### src/rtl/game_pkg.sv
// Shared definitions for the factorization game: the controller's state codes
// and the verdict/HP codes exchanged between the judge and the controller.
package game_pkg;

  typedef enum logic [3:0] {
    ST_READY    = 4'b0010,
    ST_QUESTION = 4'b0011,
    ST_INPUT    = 4'b0100,
    ST_DRAW     = 4'b0110,
    ST_WRONG    = 4'b0111,
    ST_GOOD     = 4'b1000,
    ST_OUCH     = 4'b1001,
    ST_WIN      = 4'b1010,
    ST_LOSE     = 4'b1011
  } game_state_e;

  localparam logic [1:0] JUDG_NONE   = 2'b00;
  localparam logic [1:0] JUDG_A      = 2'b01;
  localparam logic [1:0] JUDG_B      = 2'b10;
  localparam logic [1:0] JUDG_BOTH   = 2'b11;

  localparam logic [1:0] WRONG_NONE  = 2'b00;
  localparam logic [1:0] WRONG_A_OK  = 2'b01;
  localparam logic [1:0] WRONG_A_BAD = 2'b11;

  localparam logic [1:0] HP_NONE     = 2'b00;
  localparam logic [1:0] HP_B_OUT    = 2'b01;
  localparam logic [1:0] HP_A_OUT    = 2'b10;

endpackage

### src/rtl/hp_counter.sv
// One player's hit points: saturating decrement by DMG, reload to INIT,
// and a zero flag taken straight from the register.
module hp_counter #(
  parameter int CW   = 2,
  parameter int INIT = 3,
  parameter int DMG  = 1
) (
  input  logic          CLK,
  input  logic          RST,
  input  logic          dec,
  input  logic          reload,
  output logic [CW-1:0] cnt,
  output logic          zero
);

  logic [CW-1:0] cnt_q;
  logic [CW-1:0] cnt_d;

  // Damage larger than the remaining HP floors at zero instead of wrapping.
  function automatic logic [CW-1:0] sat_dec(input logic [CW-1:0] v);
    if (int'(v) > DMG) sat_dec = v - CW'(DMG);
    else               sat_dec = '0;
  endfunction

  always_comb begin
    cnt_d = cnt_q;
    if (reload)   cnt_d = CW'(INIT);
    else if (dec) cnt_d = sat_dec(cnt_q);
  end

  always_ff @(posedge CLK) begin
    if (RST) cnt_q <= CW'(INIT);
    else     cnt_q <= cnt_d;
  end

  assign cnt  = cnt_q;
  assign zero = (cnt_q == '0);

endmodule

### src/rtl/judge_hp.sv
// Answer judge and HP keeper: samples player answers during INPUT, returns
// verdict codes to the controller, and tracks HP plus player B's lockout.
module judge_hp
  import game_pkg::*;
#(
  parameter int W        = 8,
  parameter int HP_INIT  = 3,
  parameter int DMG      = 1,
  parameter int LOCK_CYC = 4,
  localparam int HPW     = $clog2(HP_INIT + 1)
) (
  input  logic           CLK,
  input  logic           RST,
  input  logic [3:0]     STATE,
  input  logic [W-1:0]   FACT_P,
  input  logic [W-1:0]   FACT_Q,
  input  logic           ANS_A_VLD,
  input  logic [W-1:0]   ANS_A,
  input  logic           ANS_B_VLD,
  input  logic [W-1:0]   ANS_B,
  output logic [1:0]     JUDG,
  output logic [1:0]     WRONG,
  output logic [1:0]     HP,
  output logic [HPW-1:0] HP_A,
  output logic [HPW-1:0] HP_B,
  output logic           LOCK_B
);

  localparam int LCW = (LOCK_CYC < 1) ? 1 : $clog2(LOCK_CYC + 1);

  logic [1:0]     judg_q, judg_d;
  logic [1:0]     wrong_q, wrong_d;
  logic [1:0]     hp_q, hp_d;
  logic           lock_b_q, lock_b_d;
  logic [LCW-1:0] lock_cnt_q, lock_cnt_d;
  logic [3:0]     prev_state_q, prev_state_d;

  logic pending, sample;
  logic a_hit, a_miss, b_hit, b_miss;
  logic state_edge, restart, dec_a, dec_b, zero_a, zero_b;

  function automatic logic is_factor(input logic [W-1:0] ans,
                                     input logic [W-1:0] p,
                                     input logic [W-1:0] q);
    is_factor = (ans != '0) && ((ans == p) || (ans == q));
  endfunction

  // A pending verdict blocks sampling so the controller never sees it change mid-latency.
  assign pending = (judg_q != JUDG_NONE) || (wrong_q != WRONG_NONE);
  assign sample  = (STATE == ST_INPUT) && !pending;

  assign a_hit  = sample && ANS_A_VLD && is_factor(ANS_A, FACT_P, FACT_Q);
  assign a_miss = sample && ANS_A_VLD && !is_factor(ANS_A, FACT_P, FACT_Q);
  assign b_hit  = sample && ANS_B_VLD && !lock_b_q && is_factor(ANS_B, FACT_P, FACT_Q);
  assign b_miss = sample && ANS_B_VLD && !lock_b_q && !is_factor(ANS_B, FACT_P, FACT_Q);

  assign state_edge = (STATE != prev_state_q);
  assign restart    = state_edge && (STATE == ST_READY) &&
                      ((prev_state_q == ST_WIN) || (prev_state_q == ST_LOSE));
  assign dec_a      = state_edge && (STATE == ST_OUCH);
  assign dec_b      = state_edge && (STATE == ST_GOOD);

  always_comb begin
    judg_d       = judg_q;
    wrong_d      = wrong_q;
    lock_cnt_d   = lock_cnt_q;
    hp_d         = hp_q;
    prev_state_d = STATE;

    if (STATE != ST_INPUT) begin
      judg_d  = JUDG_NONE;
      wrong_d = WRONG_NONE;
    end else if (!pending) begin
      if (a_hit && b_hit) begin
        judg_d  = JUDG_BOTH;
        wrong_d = WRONG_A_OK;
      end else if (a_hit) begin
        judg_d  = JUDG_A;
        wrong_d = WRONG_A_OK;
      end else if (b_hit) begin
        judg_d  = JUDG_B;
        wrong_d = WRONG_NONE;
      end else if (a_miss) begin
        judg_d  = JUDG_NONE;
        wrong_d = WRONG_A_BAD;
      end
    end

    // Lockout survives only across the INPUT/WRONG loop of a single question.
    if ((STATE != ST_INPUT) && (STATE != ST_WRONG)) lock_cnt_d = '0;
    else if (b_miss)                              lock_cnt_d = LCW'(LOCK_CYC);
    else if (lock_cnt_q != '0)                    lock_cnt_d = lock_cnt_q - LCW'(1);
    lock_b_d = (lock_cnt_d != '0);

    // Flag reads the counters' registered zero, so it trails the decrement by one cycle.
    if (restart)               hp_d = HP_NONE;
    else if (hp_q == HP_NONE) begin
      if (zero_b)      hp_d = HP_B_OUT;
      else if (zero_a) hp_d = HP_A_OUT;
    end
  end

  always_ff @(posedge CLK) begin
    if (RST) begin
      judg_q       <= JUDG_NONE;
      wrong_q      <= WRONG_NONE;
      hp_q         <= HP_NONE;
      lock_b_q     <= 1'b0;
      lock_cnt_q   <= '0;
      prev_state_q <= ST_READY;
    end else begin
      judg_q       <= judg_d;
      wrong_q      <= wrong_d;
      hp_q         <= hp_d;
      lock_b_q     <= lock_b_d;
      lock_cnt_q   <= lock_cnt_d;
      prev_state_q <= prev_state_d;
    end
  end

  hp_counter #(.CW(HPW), .INIT(HP_INIT), .DMG(DMG)) u_hp_a (
    .CLK    (CLK),
    .RST    (RST),
    .dec    (dec_a),
    .reload (restart),
    .cnt    (HP_A),
    .zero   (zero_a)
  );

  hp_counter #(.CW(HPW), .INIT(HP_INIT), .DMG(DMG)) u_hp_b (
    .CLK    (CLK),
    .RST    (RST),
    .dec    (dec_b),
    .reload (restart),
    .cnt    (HP_B),
    .zero   (zero_b)
  );

  assign JUDG   = judg_q;
  assign WRONG  = wrong_q;
  assign HP     = hp_q;
  assign LOCK_B = lock_b_q;

endmodule

### config.mk
export PLATFORM = sky130hd
export DESIGN_NAME = judge_hp
export DESIGN_NICKNAME = d
export VERILOG_FILES = /design/src/rtl/game_pkg.sv /design/src/rtl/hp_counter.sv /design/src/rtl/judge_hp.sv
export SDC_FILE = /design/constraint.sdc
export NUM_CORES = 1
export LEC_CHECK = 0
export ABC_CLOCK_PERIOD_IN_PS = 1650
export BUFFER_PORTS_ARGS = -buffer_cell sky130_fd_sc_hd__buf_2
export CAP_MARGIN = 10
export CORE_MARGIN = 1
export CORE_UTILIZATION = 47
export DETAILED_ROUTE_END_ITERATION = 8
export GPL_TIMING_DRIVEN = 0
export PLACE_DENSITY = 0.88
export SLEW_MARGIN = 20
export SYNTH_ARGS = -nofsm -noshare
export SYNTH_HDL_FRONTEND = slang
export SYNTH_HIERARCHICAL = 1
export SYNTH_SLANG_ARGS = --single-unit
### constraint.sdc
create_clock -name CLK -period 1.65 [get_ports CLK]
set_input_delay 0.165 -clock CLK [delete_from_list [all_inputs] [get_ports CLK]]
set_output_delay 0.165 -clock CLK [all_outputs]
set_load 0.005 [all_outputs]
==> flow_summary.ini <==
[run_status]
outcome = complete, no violations

[yosys]
synth_largest_type_area_fraction_pct = 30.0
yosys.cell_count.top_type = dfxtp_1
synthesis.yosys.warnings = 6
synth_seq_area_share_pct = 30.0
synth.net_count = 175
post_synthesis_cell_area_mm2 = 0.00120
cells_after_synthesis = 132
synthArstFlopShare_pct = 0
yosysTopAreaCell = dfxtp_1
ys_dominant_reg_cell = dfxtp_1
post_synth_num_cell_types = 36
ys_top_cells_by_count = dfxtp_1 (18), xnor2_1 (17), xor2_1 (17)
synth_edf_count = 0
synthTopCellsByArea = dfxtp_1 (30%), xnor2_1 (12%), xor2_1 (12%)
postSynthRegisterBits = 18
post_synth.cell_area_avg_um2 = 9.11

[global_routing]
grt_start_max_net_pins = 12
grt_pass1_wl_um = 4410
grt_overflow_total = 0
grt_pass1_vias = 1107
antenna_violations_before_repair = 0
grt_util_all_layers_pct = 21.9

[sta]
report.final.setup_viol = 0
final.hold.worst_slack_ps = 172
timing.clock.skew_ps = 2.93
slew-limit-headroom_pct = 61.2
timing_max_transition_violations_final = 0
post-route-min-period_ps = 1510
hold_viol_final = 0
setup_repair_after_global_routing_missed_its_margin = no
final.period_utilization_pct = 91.7
tightestPinTransition_ps = 577
max_clock_freq_ghz = 0.661

[floorplanning]
chipWidth_um = 52.6
std_cell_rows = 17
initial_core_util_pct = 51.9
floorplan.die_area_mm2 = 0.00276
top_level_ports = 51
core_area_mm2 = 0.00232
fp.dieH_um = 52.6

[clock_network]
sinks_on_the_clock_net = 18
ctsRootBufferMaster = clkbuf_4
cts_tree = built
clk_pin_slew_ps = 90
clk_path_buf_depth = 2
ctsHoldBuffers = 0
clk_latency_ps = 290
htree_num_levels = 1
cts_buffers = 3

[run]
timing.max_cap.violations = 0

[setup_path]
crit_path_start_kind = flop
regToRegEndpoint = WRONG[0]$_SDFFE_PP0P_
worst-r2r-setup-slack_ps = 140
ff2ff_path_depth = 4
origin_of_the_critical_flop_to_flop_path = WRONG[0]$_SDFFE_PP0P_
critical_path_required_ps = 1840
critical_path_class = flop to flop
data_arrival_at_the_endpoint_of_the_critical_path_ps = 1700
crit_path_max_fanout = 4
endpoint_kind = flop

[drt]
detail_route.vias_per_cell = 5.49
dr.pass1.iters = 4
route.antenna.remaining_nets = 0
route.detailed.wl_per_inst_um = 13.5
remaining_drc_errors = 0
drt-total-wl_um = 2870
drt_first_iter_violations = 15
routed-via-count = 1169

[worst_hold_path]
hold_path.startpoint = STATE[1]
worstHoldEndpoint = prev_state_q[1]$_SDFF_PP1_
hold_path_class = input port to flop
holdPathStages = 2

[placement]
gpl.final_weighted_congestion = 0.755
port_buffers = 50
dp_hpwl_um = 2360

[finish]
layout_cell_share_with_drive_strength_beyond_1_pct = 33.5
diodes = 0
final_util_pct = 66.1
nNetsFinal = 230
area_delta_synth_final_pct = 27.4

[power]
peakVddDrop_v = 0.000475
power.leakage_nw = 0.644
power_density_mw_per_mm2 = 558
[power by group]
group	internal, mW	switching (mW)
logic	0.0987	0.102
registers	0.442	0.00482
clock network	0.0849	0.123
total	0.625	0.230
[cell usage in the layout, fill, tap and decap left out, types with 2 or more instances in the layout]
cell type  count
o21ai_0        2
a2111o_1       2
a21oi_1        4
nand2_1        3
ha_1           3
xnor2_1       17
nor2b_2        2
nand4_1        4
o21a_1         2
nand2b_1       2
and3_1         2
clkbuf_4       3
nor2b_1        4
nor4_2         4
nor4_1         3
nor3_1         3
or4_1          2
o31a_1         3
dfxtp_1       18
nand3b_1       2
xor2_1        17
inv_1          9
buf_2         50
nor2_1         7
and2b_1        2
o31ai_1        2
[worst max-delay path: stages (launching register included)]
cell and delay, ps:
dfxtp_1 350, nor4_4 300, nand4b_1 210, o31a_1 280, o31a_1 270
[layer usage]
| layer | wire length (um) | part of all wire, % | GRT usage [%] | vias to the layer above |
|---|---|---|---|---|
| li1 | - | - | - | 577 |
| met1 | 1180 | 41 | 22.0 | 540 |
| met2 | 1470 | 51 | 44.7 | 47 |
| met3 | 188 | 6.5 | 1.45 | 5 |
| met4 | 34 | 1.2 | 9.21 | 0 |
| met5 | 0 | 0 | 0 | - |
[area by class of cell]
class                   instances  area (um2)
clock buffers                   3        22.5
multi-input cells             105         830
flip-flops and latches         18         360
inverters                       9        33.8
fillers                       189         787
well taps                      28        35.0
repair buffers                 50         250
[state kept, by name, summed over array words and instances (netlist names)]
register      flops
WRONG             2
HP                2
u_hp_a/cnt        2
LOCK_B            1
u_hp_b/cnt        2
lock_cnt_q        3
JUDG              2
prev_state_q      4
[what timing repair did]
item | in CTS | in global routing
gates resized for setup | 0 | 3
buffers inserted | 0 | 0
endpoints found under the setup margin | 0 | 8
hold endpoints to repair | 0 | 0
[per-stage QoR]
| stage | worst slack [ps] | TNS [ps] | instances | cell area, um2 | power, mW |
|---|---|---|---|---|---|
| 3_5_place_dp | -22.1 | -22.1 | 210 | 1490 | 0.654 |
| 5_1_grt | 30.3 | 0 | 213 | 1530 | 0.895 |
| 4_1_cts | 5.56 | 0 | 213 | 1510 | 0.865 |
| 2_1_floorplan | 180 | 0 | 132 | 1200 | 0.552 |
| 3_3_place_gp | -8.07 | -8.07 | 210 | 1490 | 0.644 |
| 6_report | 137 | 0 | 213 | 1530 | 0.855 |
[how the worst max path moves through the flow]
stage,end,startpoint,slack [ps],cells past startpoint
floorplan,WRONG[0]$_SDFFE_PP0P_,WRONG[0]$_SDFFE_PP0P_,180,4
global placement,WRONG[0]$_SDFFE_PP0P_,ANS_B[2],-8,6
detailed placement,WRONG[0]$_SDFFE_PP0P_,ANS_B[2],-20,6
CTS,WRONG[0]$_SDFFE_PP0P_,WRONG[0]$_SDFFE_PP0P_,6,4
global route,WRONG[0]$_SDFFE_PP0P_,WRONG[0]$_SDFFE_PP0P_,30,4
finish,WRONG[0]$_SDFFE_PP0P_,WRONG[0]$_SDFFE_PP0P_,140,4
[cell families (layout without fill, tap and decap cells)]
logic type | Yosys count | count (layout) | share of synthesized area (%)
compound gates | 19 | 19 | 11.3
xor+xnor | 34 | 34 | 24.8
fa+ha+maj | 3 | 3 | 3.12
buf+inv | 9 | 62 | 2.81
flops | 18 | 18 | 30.0
mux | 1 | 1 | 0.832
simple gates | 48 | 48 | 27.2
(Power assumes the default switching activity.)
